<file path="config.mk">
export PLATFORM = sky130hd
export DESIGN_NAME = pipe_hazard_ctrl
export DESIGN_NICKNAME = d
export VERILOG_FILES = /design/src/rtl/pipe_hazard_ctrl.sv
export SDC_FILE = /design/constraint.sdc
export NUM_CORES = 1
export LEC_CHECK = 0
export BUFFER_PORTS_ARGS = -buffer_cell sky130_fd_sc_hd__buf_2
export CELL_PAD_IN_SITES_DETAIL_PLACEMENT = 1
export CELL_PAD_IN_SITES_GLOBAL_PLACEMENT = 1
export CORE_ASPECT_RATIO = 1.5
export CORE_MARGIN = 5
export CORE_UTILIZATION = 23
export DETAILED_ROUTE_END_ITERATION = 8
export PLACE_DENSITY_LB_ADDON = 0.25
export SETUP_SLACK_MARGIN = 0.3
export SLEW_MARGIN = 20
export SYNTH_ARGS = -nofsm -noshare
export SYNTH_HDL_FRONTEND = slang
export SYNTH_SLANG_ARGS = --single-unit
</file>
<file path="constraint.sdc">
create_clock -name clk -period 1.2 [get_ports clk]
set_input_delay 0.18 -clock clk [delete_from_list [all_inputs] [get_ports clk]]
set_output_delay 0.18 -clock clk [all_outputs]
set_load 0.02 [all_outputs]
</file>
<file path="src/rtl/pipe_hazard_ctrl.sv">
// Stall/flush controller for the 16-bit pipeline: load-use, branch squash, memory wait with watchdog, halt.
// Optional stall statistics counter is built only when PIPE_CTRL_STATS_EN is defined.
module pipe_hazard_ctrl #(
    parameter int REG_AW      = 4,
    parameter int MEM_TIMEOUT = 8
) (
    input  logic              clk,
    input  logic              rst,
    input  logic [REG_AW-1:0] id_rs1,
    input  logic [REG_AW-1:0] id_rs2,
    input  logic              id_uses_rs2,
    input  logic [REG_AW-1:0] ex_rd,
    input  logic              ex_mem_read,
    input  logic              ex_branch_taken,
    input  logic              mem_req,
    input  logic              mem_ack,
    input  logic              halt_req,
    output logic              pc_we,
    output logic              ifid_we,
    output logic              idex_we,
    output logic              exmem_we,
    output logic              memwb_we,
    output logic              ifid_flush,
    output logic              idex_flush,
    output logic              halted,
    output logic              timeout_err,
    output logic [15:0]       stall_cnt
);

    localparam int CW = $clog2(MEM_TIMEOUT + 1);
    localparam logic [CW-1:0] WAIT_LAST = CW'(MEM_TIMEOUT - 1);

    typedef enum logic [1:0] {
        ST_RUN      = 2'd0,
        ST_MEM_WAIT = 2'd1,
        ST_HALT     = 2'd2
    } state_e;

    state_e        state_q, state_d;
    logic [CW-1:0] wait_cnt_q, wait_cnt_d;
    logic          timeout_q, timeout_d;
    logic          load_use;
    logic          run_eval;
    logic          miss_allowed;

    // Register 0 is hardwired, so a load targeting it never creates a dependency.
    assign load_use = ex_mem_read && (ex_rd != '0) &&
                      ((ex_rd == id_rs1) || (id_uses_rs2 && (ex_rd == id_rs2)));

    always_comb begin
        state_d      = state_q;
        wait_cnt_d   = wait_cnt_q;
        timeout_d    = timeout_q;
        run_eval     = 1'b0;
        miss_allowed = 1'b0;
        pc_we        = 1'b0;
        ifid_we      = 1'b0;
        idex_we      = 1'b0;
        exmem_we     = 1'b0;
        memwb_we     = 1'b0;
        ifid_flush   = 1'b0;
        idex_flush   = 1'b0;
        halted       = 1'b0;

        case (state_q)
            ST_RUN: begin
                run_eval     = 1'b1;
                miss_allowed = 1'b1;
            end
            ST_MEM_WAIT: begin
                if (mem_ack) begin
                    // Ack cycle behaves like RUN, minus the miss term.
                    run_eval = 1'b1;
                    state_d  = ST_RUN;
                end else begin
                    wait_cnt_d = wait_cnt_q + CW'(1);
                    if (wait_cnt_q == WAIT_LAST) begin
                        state_d   = ST_HALT;
                        timeout_d = 1'b1;
                    end
                end
            end
            ST_HALT: begin
                halted = 1'b1;
            end
            default: begin
                state_d = ST_RUN;
            end
        endcase

        if (run_eval) begin
            if (halt_req) begin
                state_d = ST_HALT;
            end else if (miss_allowed && mem_req && !mem_ack) begin
                state_d    = ST_MEM_WAIT;
                wait_cnt_d = '0;
            end else if (ex_branch_taken) begin
                pc_we      = 1'b1;
                ifid_we    = 1'b1;
                idex_we    = 1'b1;
                exmem_we   = 1'b1;
                memwb_we   = 1'b1;
                ifid_flush = 1'b1;
                idex_flush = 1'b1;
            end else if (load_use) begin
                idex_we    = 1'b1;
                idex_flush = 1'b1;
                exmem_we   = 1'b1;
                memwb_we   = 1'b1;
            end else begin
                pc_we    = 1'b1;
                ifid_we  = 1'b1;
                idex_we  = 1'b1;
                exmem_we = 1'b1;
                memwb_we = 1'b1;
            end
        end

        if (rst) begin
            pc_we      = 1'b0;
            ifid_we    = 1'b0;
            idex_we    = 1'b0;
            exmem_we   = 1'b0;
            memwb_we   = 1'b0;
            ifid_flush = 1'b1;
            idex_flush = 1'b1;
            halted     = 1'b0;
        end
    end

    always_ff @(posedge clk) begin
        if (rst) begin
            state_q    <= ST_RUN;
            wait_cnt_q <= '0;
            timeout_q  <= 1'b0;
        end else begin
            state_q    <= state_d;
            wait_cnt_q <= wait_cnt_d;
            timeout_q  <= timeout_d;
        end
    end

    assign timeout_err = timeout_q;

`ifdef PIPE_CTRL_STATS_EN
    logic [15:0] stall_cnt_q, stall_cnt_d;

    always_comb begin
        stall_cnt_d = stall_cnt_q;
        if (!pc_we && (state_q != ST_HALT) && (stall_cnt_q != 16'hFFFF)) begin
            stall_cnt_d = stall_cnt_q + 16'd1;
        end
    end

    always_ff @(posedge clk) begin
        if (rst) begin
            stall_cnt_q <= 16'h0000;
        end else begin
            stall_cnt_q <= stall_cnt_d;
        end
    end

    assign stall_cnt = stall_cnt_q;
`else
    assign stall_cnt = 16'h0000;
`endif

endmodule

</file>
==> flow_summary.json, run 1 <==
{
  "cts.reportedPaths.clkPinSlew_ns": 0.04,
  "grt_usage": 0.105,
  "powerDensity_nw_per_um2": 787,
  "required_ns": 1.02,
  "worstSkewPairLatency_ns": 0.23,
  "cts_buffer_depth": 2,
  "drtIter0Drc": 8,
  "htreeDepth": 1,
  "finalSetupViolations": 14,
  "cap_violations": 0,
  "drt_pass1_iterations": 3,
  "coreArea_um2": 2620,
  "hold_ws_ns": 0.238,
  "skew_ns": 0.00366,
  "slew_violations": 0,
  "path_class": "in2out",
  "routedWlPerCell_um": 12.7,
  "gp_congestion": 0.702,
  "holdCritStartpoint": "rst",
  "min_path_type": "in2reg",
  "placed_cells": 146,
  "crit_fanout": 3,
  "die_area_um2": 3810,
  "status": "finished, violations left",
  "rr_worst_depth": 6,
  "io_pins": 45,
  "antenna_cells": 0,
  "r2r-start": "state_q[1]",
  "drc_errors": 0,
  "drt-total-wl_mm": 2.00,
  "violations": "negative setup slack",
  "syn_to_final_growth_pct": 83.2,
  "cts_root_buffer": "clkbuf_8",
  "gr-total-overflow": 0,
  "start_kind": "input pin",
  "num_vias": 630,
  "dp_hpwl_mm": 1.48,
  "grt_pass1_vias": 675,
  "syn_avg_cell_area_um2": 8.03,
  "setup_tns_ns": -1.95,
  "die_height_um": 73.1,
  "hold_viol": 0,
  "fmax_ghz": 0.697,
  "cp-end-kind": "primary output",
  "power_leakage_nw": 0.497,
  "cts_sinks": 7,
  "num_rows": 23,
  "antenna_found_initial": 0,
  "die_x_um": 52.1,
  "ant_nets": 0,
  "grt_max_degree": 8,
  "synth-seq-cells": 7,
  "layout.nets": 143,
  "hold_depth": 2,
  "min_period_over_period": 1.19,
  "rrSetupSlack_ns": -0.14,
  "yosysUniqueCellTypes": 27,
  "setup_ws_ns": -0.234,
  "cts_buffers": 3,
  "yosysSeqAreaShare": 0.230,
  "port_buffers": 28,
  "routed_via_density": 3.99,
  "ys_warn_count": 0,
  "synth_cells": 76,
  "whs_endpoint": "state_q[0]",
  "finalNonFillerCells": 158,
  "pre_cts_ws_ns": -0.239,
  "power_mw": 0.880,
  "cts_tree": "yes",
  "rsz0062_at_grt": "yes",
  "r2r_end": "wait_cnt_q[3]",
  "syn_area_um2": 611,
  "final.min_clock_period_ns": 1.43,
  "grt_pass1_wl_mm": 2.95,
  "drive_above_1_share": 0.595,
  "initial_core_util": 0.233,
  "worstPathArrival_ns": 1.25,
  "ir_worst_vdd_mv": 0.264
}
[stage by stage]
step / instance area (um2) / util
after floorplan: 721 / -
after global placement: 828 / 0.316
after detailed placement: 828 / 0.316
after CTS: 1020 / 0.390
after global routing: 1120 / 0.427
final: 1120 / 0.427
[cells in the mapped netlist, drive strengths merged]
cell | instances | area, um2
ha | 1 | 12.5
nor3b | 2 | 26.3
nand4 | 1 | 6.26
o31ai | 1 | 7.51
mux2i | 1 | 10.0
nor3 | 1 | 5.00
nand3b | 1 | 7.51
xnor2 | 2 | 17.5
o41ai | 1 | 8.76
a31oi | 1 | 6.26
nand3 | 1 | 5.00
o22a | 1 | 8.76
o21ai | 1 | 5.00
o31a | 2 | 17.5
xor2 | 9 | 78.8
nor4 | 1 | 6.26
nand2b | 1 | 6.26
inv | 2 | 7.51
a21oi | 3 | 15.0
nand2 | 4 | 15.0
buf | 19 | 143
nor2 | 11 | 43.8
o21a | 1 | 7.51
dfxtp | 7 | 140
conb | 1 | 3.75
[layout by cell type, fill, tap and decap left out, drive strengths merged]
cell type	synthesis	layout
buf	19	45
o21ai	1	1
clkbuf	0	4
ha	1	1
o21a	1	1
nand3b	1	1
inv	2	2
nand2	4	4
xnor2	2	2
dfxtp	7	7
nand3	1	1
xor2	9	9
a21oi	3	3
nor3	1	1
o41ai	1	1
o31a	2	2
o22a	1	1
nor2	11	11
mux2i	1	1
nand4	1	1
conb	1	16
o31ai	1	1
a31oi	1	1
nor3b	2	2
nor4	1	1
nand2b	1	1
[metal layers]
metal,global-route usage,wire (um),up-vias,part of all wire
li1,-,-,309,-
met2,0.197,1210,29,0.60
met1,0.0918,611,287,0.31
met4,0.0700,50,0,0.025
met3,0.0327,134,5,0.067
met5,0,0,-,0
[flip-flops by register name (all words and copies together) (netlist names)]
signal and count:
state_q 2, wait_cnt_q 4, timeout_err 1
[critical path, cell delays in order]
cell and delay, ns:
buf_8 0.10, xor2_2 0.16, nor4_2 0.24, a31oi_1 0.09, o31a_1 0.33, buf_6 0.14
[cells by family after synthesis]
kind of cell    Yosys count  share of synthesized area
compound gates           11                      0.125
xor+xnor                 11                      0.158
fa+ha+maj                 1                     0.0205
buf+inv                  21                      0.246
flops                     7                      0.230
mux                       1                     0.0164
other cells               1                    0.00614
simple gates             23                      0.199
[worst max path at each step]
| stage | start | endpoint | slack (ns) | cells after the start |
|---|---|---|---|---|
| 2_1_floorplan | ex_rd[2] | idex_flush | -0.18 | 4 |
| 3_3_place_gp | ex_rd[2] | ifid_we | -0.21 | 6 |
| 3_5_place_dp | ex_rd[2] | pc_we | -0.24 | 6 |
| 4_1_cts | state_q[1] | pc_we | -0.23 | 5 |
| 5_1_grt | id_rs1[3] | idex_flush | -0.31 | 6 |
| 6_report | ex_rd[1] | pc_we | -0.23 | 6 |
[final cells by class]
type / count / area (um2)
Sequential cell: 7 / 151
Fill cell: 319 / 1500
Tap cell: 37 / 46.3
Timing Repair Buffer: 45 / 390
Clock buffer: 4 / 45.0
Multi-Input combinational cell: 63 / 478
Inverter: 2 / 7.51
[power by group]
part / switching (mW) / total [mW] / internal (mW)
clock: 0.109 / 0.339 / 0.230
sequential: 0.00561 / 0.242 / 0.237
combinational: 0.162 / 0.299 / 0.137
total: 0.276 / 0.880 / 0.604
[what timing repair did]
action,4_1_cts,5_1_grt
hold buffers,0,0
setup endpoints to repair,15,16
buffers inserted,4,4
pin swaps,10,8
resized for setup,31,17
No activity file was read; power rests on OpenSTA's default activity.
==> run 2, diff against run 1 <==
--- a/config.mk
+++ b/config.mk
@@ -13,8 +13,9 @@
 export CORE_UTILIZATION = 23
 export DETAILED_ROUTE_END_ITERATION = 8
 export PLACE_DENSITY_LB_ADDON = 0.25
-export SETUP_SLACK_MARGIN = 0.3
+export SETUP_SLACK_MARGIN = 0.15
 export SLEW_MARGIN = 20
 export SYNTH_ARGS = -nofsm -noshare
 export SYNTH_HDL_FRONTEND = slang
 export SYNTH_SLANG_ARGS = --single-unit
+export TNS_END_PERCENT = 100
==> run 2 against run 1 <==
The flow still finishes with violations (negative setup slack). Cell area shrank 6.3%. Clock skew down 0.0023 ns. Combinational power down 6%. Flip-flop and latch count unchanged. Critical path type unchanged. Largest cell class unchanged.
==> flow_summary.json, run 2 (same netlist as run 1, synthesis figures left out) <==
{
  "status": "finished, violations left",
  "violations": "negative setup slack",
  "min_period_over_period": 1.20,
  "layout.nets": 142,
  "initial_core_util": 0.233,
  "num_vias": 634,
  "fmax_ghz": 0.695,
  "critPathSlowestCell": "o31a_1",
  "final_common_cell": "conb_1",
  "required_ns": 1.02,
  "largest_reg_flops": 4,
  "cts_root_buffer": "clkbuf_8",
  "rrSetupSlack_ns": -0.17,
  "path_class": "in2out",
  "gr-total-overflow": 0,
  "crit_end": "pc_we",
  "regMostFlops": "wait_cnt_q",
  "mostFrequentLayoutCells": "conb_1 (16), buf_2 (15), buf_6 (15)",
  "port_buffers": 28,
  "dpl-instance-area_um2": 822,
  "cp_num_cells": 6,
  "finalSetupViolations": 13,
  "holdCritStartpoint": "mem_req",
  "regArea_um2": 148,
  "grt_pass1_wl_mm": 2.90,
  "critPathTopFamily": "compound AO/OA/AOI/OAI gates",
  "cap_violations": 0,
  "drtIter0Drc": 10,
  "syn_to_final_growth_pct": 71.7,
  "routedWlPerCell_um": 12.2,
  "crit_top_cell": "buf_6",
  "final.min_clock_period_ns": 1.44,
  "worstSkewPairLatency_ns": 0.23,
  "ant_nets": 0,
  "slowest_delay_ns": 0.34,
  "min_path_type": "in2reg",
  "start_kind": "input pin",
  "drc_errors": 0,
  "coreArea_um2": 2620,
  "crit_fanout": 2,
  "die_height_um": 73.1,
  "ir_worst_vdd_mv": 0.586,
  "drt-total-wl_mm": 1.92,
  "r2r-start": "state_q[1]",
  "grt_use_met1": 0.0865,
  "cts.reportedPaths.clkPinSlew_ns": 0.04,
  "cp-end-kind": "primary output",
  "num_rows": 23,
  "hold_depth": 3,
  "die_area_um2": 3810,
  "drt_pass1_iterations": 3,
  "cts_buffers": 3,
  "io_pins": 45,
  "critPathBufInv": 2,
  "grt_usage": 0.104,
  "power_mw": 0.867,
  "grt_pass1_vias": 692,
  "cts_tree": "yes",
  "cts_sinks": 7,
  "setup_ws_ns": -0.238,
  "skew_ns": 0.00140,
  "cts_buffer_depth": 2,
  "worstPathArrival_ns": 1.26,
  "gp_congestion": 0.723,
  "powerDensity_nw_per_um2": 827,
  "dp_hpwl_mm": 1.57,
  "gr-usage-met3": 0.0164,
  "antenna_cells": 0,
  "drive_above_1_share": 0.533,
  "routed_via_density": 4.04,
  "crit_chain": "buf_6 > xor2_2 > nor4_1 > a31oi_1 > o31a_1 > buf_6",
  "fill_cells": 321,
  "hold_viol": 0,
  "die_x_um": 52.1,
  "rsz0062_at_grt": "yes",
  "busiest_layer": "met2",
  "power_leakage_nw": 0.477,
  "critPathLaunch": "id_rs1[1]",
  "r2r_end": "wait_cnt_q[0]",
  "fin_area_um2": 1050,
  "antenna_found_initial": 0,
  "met2_usage": 0.214,
  "rr_worst_depth": 7,
  "grt_max_degree": 6,
  "slew_violations": 0,
  "multi_input_area_um2": 453,
  "htreeDepth": 1
}
[run 2: layout make-up]
| class | instances | area share |
|---|---|---|
| timing repair buffer | 44 | 0.333 |
| clock buffer | 4 | 0.0430 |
| multi-input combinational | 63 | 0.432 |
| sequential | 7 | 0.141 |
| tap | 37 | 0.0442 |
| inverter | 2 | 0.00716 |
[run 2: timing repair]
action                                  CTS  global route
pin swaps                                 4            16
endpoints found under the hold margin     0             0
hold buffers                              0             0
buffers inserted                          4             3
endpoints found under the setup margin   13            15
resized for setup                        13            19
[run 2: how the worst min path moves through the flow]
stage / end / slack [ns]
finish: state_q[0] / 0.25
global route: state_q[0] / 0.26
CTS: state_q[0] / 0.24
detailed placement: timeout_err / 0.48
global placement: timeout_err / 0.47
floorplan: state_q[0] / 0.24
[run 2: worst min-delay path: stages]
cell and delay (ns):
buf_2 0.11, nand3_1 0.08, a21oi_1 0.06
[run 2: routing by layer]
metal	part of all wire	wire (um)
met1	0.30	571
met2	0.62	1180
met3	0.065	124
met4	0.021	41
met5	0	0
[run 2: stage by stage]
stage | util | hold slack, ns | std cells | setup WS [ns] | setup TNS, ns
2_1_floorplan | - | 0.242 | 91 | -0.185 | -0.388
3_3_place_gp | 0.314 | 0.469 | 146 | -0.235 | -0.682
3_5_place_dp | 0.314 | 0.477 | 146 | -0.241 | -0.680
4_1_cts | 0.361 | 0.245 | 154 | -0.235 | -1.36
5_1_grt | 0.400 | 0.260 | 157 | -0.282 | -2.93
6_report | 0.400 | 0.247 | 157 | -0.238 | -2.07
[run 2: report_power, final]
part	internal (mW)	total [mW]	switching [mW]
Sequential	0.238	0.242	0.00421
Combinational	0.126	0.280	0.153
Clock	0.231	0.345	0.114
Total	0.595	0.867	0.271
==> run 3, diff against run 2 <==
--- a/config.mk
+++ b/config.mk
@@ -6,11 +6,8 @@
 export NUM_CORES = 1
 export LEC_CHECK = 0
 export BUFFER_PORTS_ARGS = -buffer_cell sky130_fd_sc_hd__buf_2
-export CELL_PAD_IN_SITES_DETAIL_PLACEMENT = 1
-export CELL_PAD_IN_SITES_GLOBAL_PLACEMENT = 1
-export CORE_ASPECT_RATIO = 1.5
 export CORE_MARGIN = 5
-export CORE_UTILIZATION = 23
+export CORE_UTILIZATION = 35
 export DETAILED_ROUTE_END_ITERATION = 8
 export PLACE_DENSITY_LB_ADDON = 0.25
 export SETUP_SLACK_MARGIN = 0.15
==> run 3 against run 2 <==
Sequential power fell by 2%. Worst setup slack improved by 0.00084 ns. Count of clock-buffer cells in the layout unchanged. Largest cell class unchanged. Global-route usage about the same. The flow still finishes with violations (negative setup slack). Wire length is 25% lower. Final cell count shrank 15%.
==> flow_summary.json, run 3 (same netlist as run 1, synthesis figures left out) <==
{
  "status": "finished, violations left",
  "violations": "negative setup slack",
  "path_class": "reg2out",
  "die_area_um2": 2680,
  "pre_cts_ws_ns": -0.237,
  "hold_viol": 0,
  "required_ns": 1.02,
  "final_common_cell": "buf_2",
  "routedWlPerCell_um": 10.7,
  "placed_cells": 122,
  "fill_cells": 153,
  "power.internal_mw": 0.470,
  "start_kind": "flip-flop",
  "antenna_cells": 0,
  "syn_to_final_growth_pct": 56.8,
  "routed_via_density": 4.40,
  "die_x_um": 51.8,
  "ant_nets": 0,
  "combPwrFrac": 0.360,
  "grt_pass1_vias": 525,
  "pwr-share-clk": 0.304,
  "grt_pass1_wl_mm": 2.13,
  "final.min_clock_period_ns": 1.44,
  "largest_reg_flops": 4,
  "layout.nets": 139,
  "min_period_over_period": 1.20,
  "cts_buffer_depth": 2,
  "htreeDepth": 1,
  "cap_violations": 0,
  "num_vias": 589,
  "grt_usage": 0.104,
  "drtIter0Drc": 4,
  "drive_above_1_share": 0.530,
  "rrSetupSlack_ns": -0.08,
  "drt_pass1_iterations": 3,
  "cts_tree": "yes",
  "cts.reportedPaths.clkPinSlew_ns": 0.06,
  "fin_area_um2": 957,
  "drt-total-wl_mm": 1.43,
  "fmax_ghz": 0.696,
  "cts_root_buffer": "clkbuf_4",
  "cp-end-kind": "primary output",
  "grt_max_degree": 8,
  "power_leakage_nw": 0.444,
  "mostFrequentLayoutCells": "buf_2 (20), conb_1 (16), buf_6 (12)",
  "port_buffers": 28,
  "cts_sinks": 7,
  "crit_fanout": 4,
  "gr-total-overflow": 0,
  "min_path_type": "in2reg",
  "coreArea_um2": 1690,
  "rsz0062_at_grt": "yes",
  "slew_violations": 0,
  "power.share.sequential": 0.336,
  "die_height_um": 51.8,
  "worstPathArrival_ns": 1.26,
  "skew_ns": 0.0110,
  "crit_chain": "nor2_4 > o21ai_4 > o31ai_1 > buf_2",
  "setup_ws_ns": -0.238,
  "antenna_found_initial": 0,
  "gp_congestion": 0.745,
  "powerDensity_nw_per_um2": 741,
  "ir_worst_vdd_mv": 0.615,
  "finalSetupViolations": 12,
  "drc_errors": 0,
  "initial_core_util": 0.361,
  "dpl-instance-area_um2": 767,
  "critPathTopFamily": "flip-flops",
  "finalNonFillerCells": 134,
  "critPathSlowestCell": "dfxtp_4",
  "num_rows": 15,
  "io_pins": 45,
  "p_sw_frac": 0.338,
  "worstSkewPairLatency_ns": 0.26,
  "dp_hpwl_mm": 1.11,
  "regMostFlops": "wait_cnt_q",
  "cts_buffers": 3,
  "p_switching_mw": 0.240,
  "setup_tns_ns": -1.79,
  "slowest_delay_ns": 0.35,
  "final_util": 0.567,
  "critPathBufInv": 1
}
## run 3: changes by cell type in the layout (fill, tap and decap cells not counted), moves of 2 or more
cell | before | now
buf_4 | 14 | 9
clkbuf_8 | 3 | 0
buf_2 | 15 | 20
dfxtp_4 | 1 | 3
clkbuf_4 | 0 | 3
buf_6 | 15 | 12
dfxtp_2 | 3 | 1
## run 3: worst reg2reg max path, cell delays in order, from the launching register on
cell and delay [ns]:
dfxtp_2 0.34, buf_6 0.10, buf_6 0.08, nor3b_4 0.25, buf_4 0.17, mux2i_1 0.17
nor2_1 0.05
## run 3: power groups by stage
stage	clock (mW)	sequential (mW)	combinational (mW)
after floorplan	0	0.250	0.175
after global placement	0	0.250	0.206
after detailed placement	0	0.250	0.207
after CTS	0.225	0.242	0.249
after global routing	0.237	0.238	0.277
final	0.216	0.238	0.255
## run 3: timing repair
action	CTS	global route
hold buffers	0	0
gates resized for setup	24	6
pin swaps	9	11
cloned	0	0
endpoints found under the hold margin	0	0
endpoints found under the setup margin	12	15
buffers inserted	7	1
## run 3: path summary, 6_finish.rpt
check,start,cells past startpoint,end
hold / removal,rst,2,state_q[1]
hold reg to reg,timeout_err,2,timeout_err
setup reg to reg,state_q[0],6,wait_cnt_q[1]
setup / recovery,state_q[1],4,idex_flush
## run 3: per-stage QoR
step	hold slack (ns)	total power [mW]
after floorplan	0.242	0.425
after global placement	0.449	0.456
after detailed placement	0.463	0.457
after CTS	0.203	0.716
after global routing	0.208	0.752
final	0.201	0.709
## run 3: final cells by class
class                   instances  area (um2)  area share
clock buffers                   4        26.3      0.0275
inverters                       2        7.51     0.00784
multi-input cells              63         447       0.467
flip-flops and latches          7         153       0.159
well taps                      17        21.3      0.0222
repair buffers                 41         303       0.316
## run 3: layer usage
| layer | share of wire | vias to the layer above | global-route usage | wire, um |
|---|---|---|---|---|
| li1 | - | 302 | - | - |
| met1 | 0.38 | 261 | 0.113 | 550 |
| met2 | 0.54 | 26 | 0.191 | 769 |
| met3 | 0.077 | 0 | 0.0372 | 110 |
| met4 | 0 | 0 | 0.0262 | 0 |
| met5 | 0 | - | 0 | 0 |
